===== src/rtl/enter_parking_lot.sv =====
// Parking-lot entry allocator: 4-phase request/grant for the lowest free slot plus a parallel exit path.
// Optional grant-hold timeout is compiled in with `define PARK_TIMEOUT_EN.
module enter_parking_lot #(
  parameter int ID_W           = 3,
  parameter int NUM_SLOTS      = 2**ID_W,
  parameter int TIMEOUT_CYCLES = 16
) (
  input  logic                 clk,
  input  logic                 rst_n,
  input  logic                 car_arrive,
  output logic                 park_grant,
  output logic [ID_W-1:0]      park_number,
  output logic                 lot_full,
  input  logic                 car_exit,
  input  logic [ID_W-1:0]      exit_number,
  output logic                 exit_error,
  output logic [NUM_SLOTS-1:0] park_location,
  output logic [ID_W:0]        free_count
);
  localparam int FW = ID_W + 1;
  localparam logic [1:0] S_IDLE   = 2'd0,
                         S_SEARCH = 2'd1,
                         S_GRANT  = 2'd2,
                         S_HOLD   = 2'd3;

  logic [1:0]           state, state_next;
  logic [ID_W-1:0]      candidate, first_free;
  logic                 commit, exit_hit, exit_miss, rel, rel_hit;
  logic [NUM_SLOTS-1:0] set_mask, clr_mask, loc_next;
  logic [FW-1:0]        free_next;

  // Lowest-index free slot wins
  always_comb begin
    first_free = '0;
    for (int i = NUM_SLOTS-1; i >= 0; i--)
      if (!park_location[i]) first_free = ID_W'(i);
  end

  assign commit    = (state == S_GRANT);
  assign exit_hit  = car_exit &&  park_location[exit_number];
  assign exit_miss = car_exit && !park_location[exit_number];

`ifdef PARK_TIMEOUT_EN
  localparam int CW = $clog2(TIMEOUT_CYCLES + 1);
  logic [CW-1:0] to_cnt;
  logic          released;

  assign rel = (state == S_HOLD) && car_arrive && !released &&
               (to_cnt == CW'(TIMEOUT_CYCLES - 1));

  always_ff @(posedge clk or negedge rst_n) begin
    if (!rst_n) begin
      to_cnt   <= '0;
      released <= 1'b0;
    end else if (state != S_HOLD) begin
      to_cnt   <= '0;
      released <= 1'b0;
    end else if (rel) begin
      released <= 1'b1;
    end else if (!released) begin
      to_cnt   <= to_cnt + 1'b1;
    end
  end
`else
  assign rel = 1'b0;
`endif

  // A release racing a valid exit of the same slot must only free it once
  assign rel_hit = rel && park_location[candidate] &&
                   !(exit_hit && (exit_number == candidate));

  always_comb begin
    set_mask = '0;
    clr_mask = '0;
    if (commit)   set_mask[candidate]   = 1'b1;
    if (exit_hit) clr_mask[exit_number] = 1'b1;
    if (rel_hit)  clr_mask[candidate]   = 1'b1;
  end

  assign loc_next  = (park_location | set_mask) & ~clr_mask;
  assign free_next = free_count - FW'(commit) + FW'(exit_hit) + FW'(rel_hit);

  always_comb begin
    state_next = state;
    case (state)
      S_IDLE:   if (car_arrive && (free_count != '0)) state_next = S_SEARCH;
      S_SEARCH: state_next = S_GRANT;
      S_GRANT:  state_next = S_HOLD;
      S_HOLD:   if (!car_arrive) state_next = S_IDLE;
      default:  state_next = S_IDLE;
    endcase
  end

  always_ff @(posedge clk or negedge rst_n) begin
    if (!rst_n) begin
      state         <= S_IDLE;
      candidate     <= '0;
      park_grant    <= 1'b0;
      park_location <= '0;
      free_count    <= FW'(NUM_SLOTS);
      lot_full      <= 1'b0;
      exit_error    <= 1'b0;
    end else begin
      state         <= state_next;
      if (state == S_SEARCH) candidate <= first_free;
      park_grant    <= (state == S_SEARCH);
      park_location <= loc_next;
      free_count    <= free_next;
      lot_full      <= (free_next == '0);
      exit_error    <= exit_miss;
    end
  end

  assign park_number = candidate;

endmodule


===== config.mk =====
export PLATFORM = sky130hd
export DESIGN_NAME = enter_parking_lot
export DESIGN_NICKNAME = d
export VERILOG_FILES = /design/src/rtl/enter_parking_lot.sv
export SDC_FILE = /design/constraint.sdc
export NUM_CORES = 1
export LEC_CHECK = 0
export CAP_MARGIN = 20
export CORE_MARGIN = 3
export CORE_UTILIZATION = 49
export CTS_BUF_LIST = sky130_fd_sc_hd__clkbuf_8 sky130_fd_sc_hd__clkbuf_16
export DETAILED_ROUTE_END_ITERATION = 7
export PLACE_DENSITY = 0.78
export SLEW_MARGIN = 5
export SYNTH_ARGS = -nofsm -noshare
export SYNTH_HDL_FRONTEND = slang
export SYNTH_SLANG_ARGS = --single-unit

===== constraint.sdc =====
create_clock -name clk -period 3.3 [get_ports clk]
set_input_delay 0.66 -clock clk [delete_from_list [all_inputs] [get_ports clk]]
set_output_delay 0.66 -clock clk [all_outputs]
set_load 0.05 [all_outputs]

==> summary.md, run 1 <==
| Metric | Value |
|---|---|
| Outcome | complete, no violations |
| Clk Latency, worst-skew pair | 0.26 ns |
| Critical Path AT | 3.23 ns |
| Startpoint Class | primary input |
| Largest net degree at the start of global routing | 21 |
| ANT nets after route | 0 |
| Sequential Power Share | 28.3% |
| Max clock buf depth | 2 |
| Dpl hpwl | 2090 um |
| Overall global routing resource usage | 23.0% |
| Placed inst area | 1430 um2 |
| Ant. Diodes | 0 |
| Total power | 0.00180 W |
| Routed vias/inst | 5.87 |
| Vias in the first global route | 1012 |
| Max rail drop VDD | 0.848 mV |
| Drt wl/cell | 17.2 um |
| Post-synth EDFFs | 0 |
| Most frequent cells in the layout | clkdlybuf4s50_1, dfrtp_1, inv_1 |
| First-pass GRT wire length | 4820 um |
| Global placer's final weighted congestion | 0.913 |
| Top cell type's share of synthesized area | 41.7% |
| Area of the mapped netlist | 1140 um2 |
| Total gr overflow | 0 |
| Largest cells by area after synthesis | dfrtp_1, ha_1, inv_1, a31oi_1, a41oi_1 |
| Syn Inst Count | 109 |
| LEAKAGE | 0.691 nW |
| H-tree Lvls | 1 |
| Vias | 981 |
| Main synth FF type | dfrtp_1 |
| TritonCTS Sinks | 20 |
| Worst Tran Pin Value | 0.903 ns |
| Final hold violations | 0 |
| Commonest non-fill, non-tap cell in the layout | clkdlybuf4s50_1 |
| Chip width | 54.3 um |
| Core area | 2080 um2 |
| RSZ-0062 raised after global routing | no |
| Finished Layout Cells | 167 |
| Post-cts resize count | 0 |
| Starting density of the core | 54.8% |
| Syn Nets | 127 |
| Clock network power share | 13.7% |
| P per Cell Area | 1190 nW/um2 |
| Clock slew at reported path FFs | 0.07 ns |
| Max Cap Viol | 0 |
| Yosys reg bits | 20 |
| Die Area | 2940 um2 |
| Yosys cell types | 36 |
| Synth-to-Final Area Change | 32.7% |
| Clock Skews | 0.00254 ns |
| Pins Over Slew Limit | 0 |
| Placed Cells | 163 |
| Hold buffers post-CTS | 0 |
| Synthesis Warnings | 0 |
| Part of the power in combinational logic | 57.9% |
| Root buf cell | clkbuf_8 |
| Slew headroom | 39.6% |
| Die H | 54.3 um |
| Yosys top cell by area | dfrtp_1 |
| Final setup viols | 0 |
| Switching Fraction | 49.4% |
| Period utilization | 92.8% |
| Fin nets | 159 |
| Asr flop ratio synth | 100% |
| CP endpoint kind | flop |
| Syn avg cell area | 10.5 um2 |
| Ports | 25 |
| CP max FO | 6 |
| Initial detailed-routing violation count | 51 |
| NetSw | 0.000889 W |
| Seq/Total Area, Yosys | 44.0% |
| PortBufs | 24 |
| Final instance area | 1510 um2 |
| Share of cells above drive strength 1 | 10.7% |
| CTS tree | done |
| CP Class | in2reg |
| Max Freq | 326 MHz |
| Post-CTS Setup Inserts | 0 |
| Iteration count of the initial detailed-routing pass | 4 |
| Initial antenna violation count | 0 |
| Data required, critical path | 3.47 ns |
| Row count | 16 |
| Final WL | 2870 um |
| Hold Crit Class | reg2reg |
| Int Power | 0.000911 W |
| CTS Buf Count | 3 |
| Min cycle time layout | 3.06 ns |
| # DRC | 0 |
-- layout make-up --
cell class | instances | area (um2)
inverters | 14 | 52.6
fillers | 158 | 568
clock buffers | 3 | 41.3
flip-flops and latches | 20 | 502
multi-input cells | 73 | 574
repair buffers | 29 | 280
well taps | 27 | 33.8
clock inverters | 1 | 30.0
-- power by group through the flow --
stage                     Sequential, W  Combinational, W  Clock, W
after CTS                      0.000506           0.00102  0.000254
after global placement         0.000504          0.000982         0
after floorplan                0.000793          0.000388         0
final                          0.000510           0.00104  0.000248
after global routing           0.000526           0.00113  0.000270
after detailed placement       0.000509           0.00102         0
-- stage by stage --
stage / util, % / TNS (ns) / hold slack [ns] / setup slack [ns]
final: 72.7 / 0 / 0.598 / 0.237
after global placement: 68.9 / 0 / 0.556 / 0.00645
after CTS: 72.3 / 0 / 0.600 / 0.135
after floorplan: - / 0 / 0.364 / 0.583
after global routing: 72.7 / 0 / 0.613 / 0.0959
after detailed placement: 68.9 / -0.115 / 0.568 / -0.115
-- cells in the mapped netlist, drive strengths merged, types with 2 or more instances --
| cell type | n |
|---|---|
| a31oi | 7 |
| a41oi | 5 |
| and2 | 2 |
| buf | 2 |
| dfrtp | 19 |
| ha | 10 |
| inv | 14 |
| mux2 | 2 |
| mux2i | 3 |
| nand2 | 7 |
| nand2b | 2 |
| nor2 | 4 |
| nor3 | 3 |
| nor4 | 2 |
| o21ai | 6 |
| o22ai | 2 |
| o41ai | 2 |
| xor2 | 2 |
-- worst paths after layout --
check | from | end | slack [ns] | depth (start not counted)
setup / recovery | exit_number[0] | lot_full$_DFF_PN0_ | 0.24 | 10
hold / removal | state[1]$_DFFE_PN0P_ | state[1]$_DFFE_PN0P_ | 0.60 | 1
setup reg to reg | park_location[6]$_DFF_PN0_ | lot_full$_DFF_PN0_ | 0.65 | 9
hold reg to reg | state[1]$_DFFE_PN0P_ | state[1]$_DFFE_PN0P_ | 0.60 | 1
max in group asynchronous | rst_n | state[1]$_DFFE_PN0P_ | 1.85 | 1
min in group asynchronous | rst_n | park_location[2]$_DFF_PN0_ | 0.90 | 1
-- cell families (layout without fill, tap and decap cells) --
| family | after synthesis | in the layout | share of synthesized area, % |
|---|---|---|---|
| adder cells (fa/ha/maj) | 11 | 11 | 12.7 |
| AND/OR/NAND/NOR | 28 | 28 | 13.8 |
| XOR/XNOR | 2 | 2 | 1.54 |
| multiplexers | 5 | 5 | 4.61 |
| AO/OA/AOI/OAI | 27 | 27 | 17.1 |
| buffers and inverters | 16 | 47 | 6.25 |
| flip-flops | 20 | 20 | 44.0 |
-- flip-flops by register name (all words and copies together), names as in the netlist --
name,count
exit_error,1
free_count,4
lot_full,1
park_grant,1
park_location,8
park_number,3
state,2
-- worst max-delay path, stage by stage --
cell and delay (ns):
clkdlybuf4s50_1 0.60, nor2_1 0.11, a31o_4 0.25, nor4_2 0.27, nand2b_1 0.14, ha_1 0.23
inv_1 0.06, ha_1 0.17, fa_1 0.46, nor4_2 0.28
-- per-layer routing --
layer  up-vias  wire, um  track usage [%]
met4         0        57             11.2
met2        42      1390             36.5
li1        457         -                -
met3         7       175             3.54
met1       475      1250             30.4
met5         -         0                0
No activity file was read; power rests on OpenSTA's default activity.
==> run 2, diff against run 1 <==
- CELL_PAD_IN_SITES_DETAIL_PLACEMENT: unset -> 0
- CELL_PAD_IN_SITES_GLOBAL_PLACEMENT: unset -> 2
- CORE_UTILIZATION: 49 -> 31
==> summary.md, run 2 (synthesis gave the netlist of run 1 again) <==
| Metric | Value |
|---|---|
| Max clock buf depth | 2 |
| Hold Crit Class | reg2reg |
| Ant. Diodes | 0 |
| CP Class | in2reg |
| Post-cts resize count | 0 |
| Row count | 21 |
| Post-CTS Setup Inserts | 0 |
| RR Endpoint | lot_full$_DFF_PN0_ |
| Worst slack, placed | -0.104 ns |
| P per Cell Area | 1140 nW/um2 |
| CP top delay family | adder cells |
| Fin nets | 161 |
| Routed vias/inst | 5.15 |
| Max Freq | 321 MHz |
| Die Area | 4440 um2 |
| CTS tree | done |
| Hold buffers post-CTS | 0 |
| Critical Path AT | 3.28 ns |
| PortBufs | 24 |
| CP endpoint kind | flop |
| Dpl hpwl | 2090 um |
| Final WL | 2780 um |
| Flop-to-flop setup slack | 0.66 ns |
| Multi-input gate area | 568 um2 |
| H-tree Lvls | 1 |
| LEAKAGE | 0.691 nW |
| HP Start | free_count[0]$_DFF_PN0_ |
| Register name with the most flops | park_location |
| Final hold violations | 0 |
| Commonest non-fill, non-tap cell in the layout | clkdlybuf4s50_1 |
| Worst Path Buf+Inv | 2 |
| Root buf cell | clkbuf_8 |
| Synth-to-Final Area Change | 35.3% |
| Data required, critical path | 3.47 ns |
| Fillers | 334 |
| Iteration count of the initial detailed-routing pass | 4 |
| Vias | 968 |
| Most frequent CP cell | ha_1 |
| # DRC | 0 |
| Critical Path Start | exit_number[2] |
| CP max FO | 5 |
| Share of cells above drive strength 1 | 11.3% |
| R2R depth | 9 |
| Pins Over Slew Limit | 0 |
| Clock Skews | 0.000773 ns |
| Slowest CP cell | clkdlybuf4s50_1 |
| RSZ-0062 raised after global routing | no |
| Total gr overflow | 0 |
| Vias in the first global route | 946 |
| Final core utilization | 44.9% |
| Placed Cells | 184 |
| Min cycle time layout | 3.11 ns |
| ANT nets after route | 0 |
| First-pass GRT wire length | 4500 um |
| CTS Buf Count | 3 |
| Final setup viols | 0 |
| Largest net degree at the start of global routing | 21 |
| Max rail drop VDD | 0.268 mV |
| Worst setup margin | 0.186 ns |
| Total power | 0.00175 W |
| Outcome | complete, no violations |
| Initial antenna violation count | 0 |
| Core area | 3440 um2 |
| Most frequent cells in the layout | clkdlybuf4s50_1, dfrtp_1, inv_1 |
| Register area | 502 um2 |
| Startpoint Class | primary input |
| Overall global routing resource usage | 13.6% |
| Chip width | 66.7 um |
| Finished Layout Cells | 188 |
| Crit-path cells | clkdlybuf4s50_1 -> mux2_1 -> and3_1 -> nor4_2 -> nand2b_1 -> ha_1 -> inv_1 -> ha_1 -> fa_1 -> nor4_1 |
| TritonCTS Sinks | 20 |
| Clk Latency, worst-skew pair | 0.26 ns |
| Clock slew at reported path FFs | 0.08 ns |
| Slew headroom | 41.0% |
| Max Cap Viol | 0 |
| Crit path largest cell delay | 0.55 ns |
| Initial detailed-routing violation count | 24 |
| Starting density of the core | 33.2% |
| Drt wl/cell | 14.8 um |
| Ports | 25 |
| Die H | 66.7 um |
| WHS Path Cells | 1 |
| Max FFs per register | 8 |
| RR Startpoint | park_location[6]$_DFF_PN0_ |
| Hold endpoint | free_count[0]$_DFF_PN0_ |
| Global placer's final weighted congestion | 0.773 |
| Period utilization | 94.4% |
| Worst Tran Pin Value | 0.882 ns |
-- run 2: changes by cell type in the layout (fill, tap and decap cells not counted) --
| cell | before | now |
|---|---|---|
| nor4_2 | 2 | 1 |
| buf_4 | 5 | 7 |
| dlymetal6s2s_1 | 1 | 0 |
| nor4_1 | 0 | 1 |
| clkdlybuf4s50_1 | 23 | 24 |
-- run 2: worst max path at each step --
stage                              end  cells past startpoint
finish              lot_full$_DFF_PN0_                     10
global route        lot_full$_DFF_PN0_                     12
CTS                 lot_full$_DFF_PN0_                     10
detailed placement  lot_full$_DFF_PN0_                     10
global placement    lot_full$_DFF_PN0_                     10
floorplan           lot_full$_DFF_PN0_                     10
-- run 2: area by class of cell --
type,count,area share (%)
Multi-Input combinational cell,73,36.8
Sequential cell,20,32.5
Timing Repair Buffer,31,19.0
Tap cell,46,3.73
Inverter,14,3.40
Clock buffer,3,2.67
Clock inverter,1,1.94
-- run 2: routing by layer --
layer | vias to the layer above | track usage (%) | share of wire (%)
met5 | - | 0 | 0
met4 | 0 | 4.57 | 1.4
met3 | 4 | 2.53 | 4.4
met2 | 27 | 21.3 | 48
met1 | 473 | 18.6 | 46
li1 | 464 | - | -
-- run 2: power breakdown --
part / leakage, nW / total, W / internal [W] / switching, W
logic: 0.410 / 0.000999 / 0.000376 / 0.000623
registers: 0.245 / 0.000507 / 0.000363 / 0.000143
clock network: 0.0357 / 0.000247 / 0.000162 / 0.0000851
-- run 2: per-stage QoR --
step,TNS (ns),cell area [um2],hold WS [ns]
detailed placement,-0.104,1470,0.575
floorplan,0,1140,0.364
global route,0,1540,0.619
finish,0,1540,0.587
CTS,0,1540,0.593
global placement,-0.0192,1470,0.560
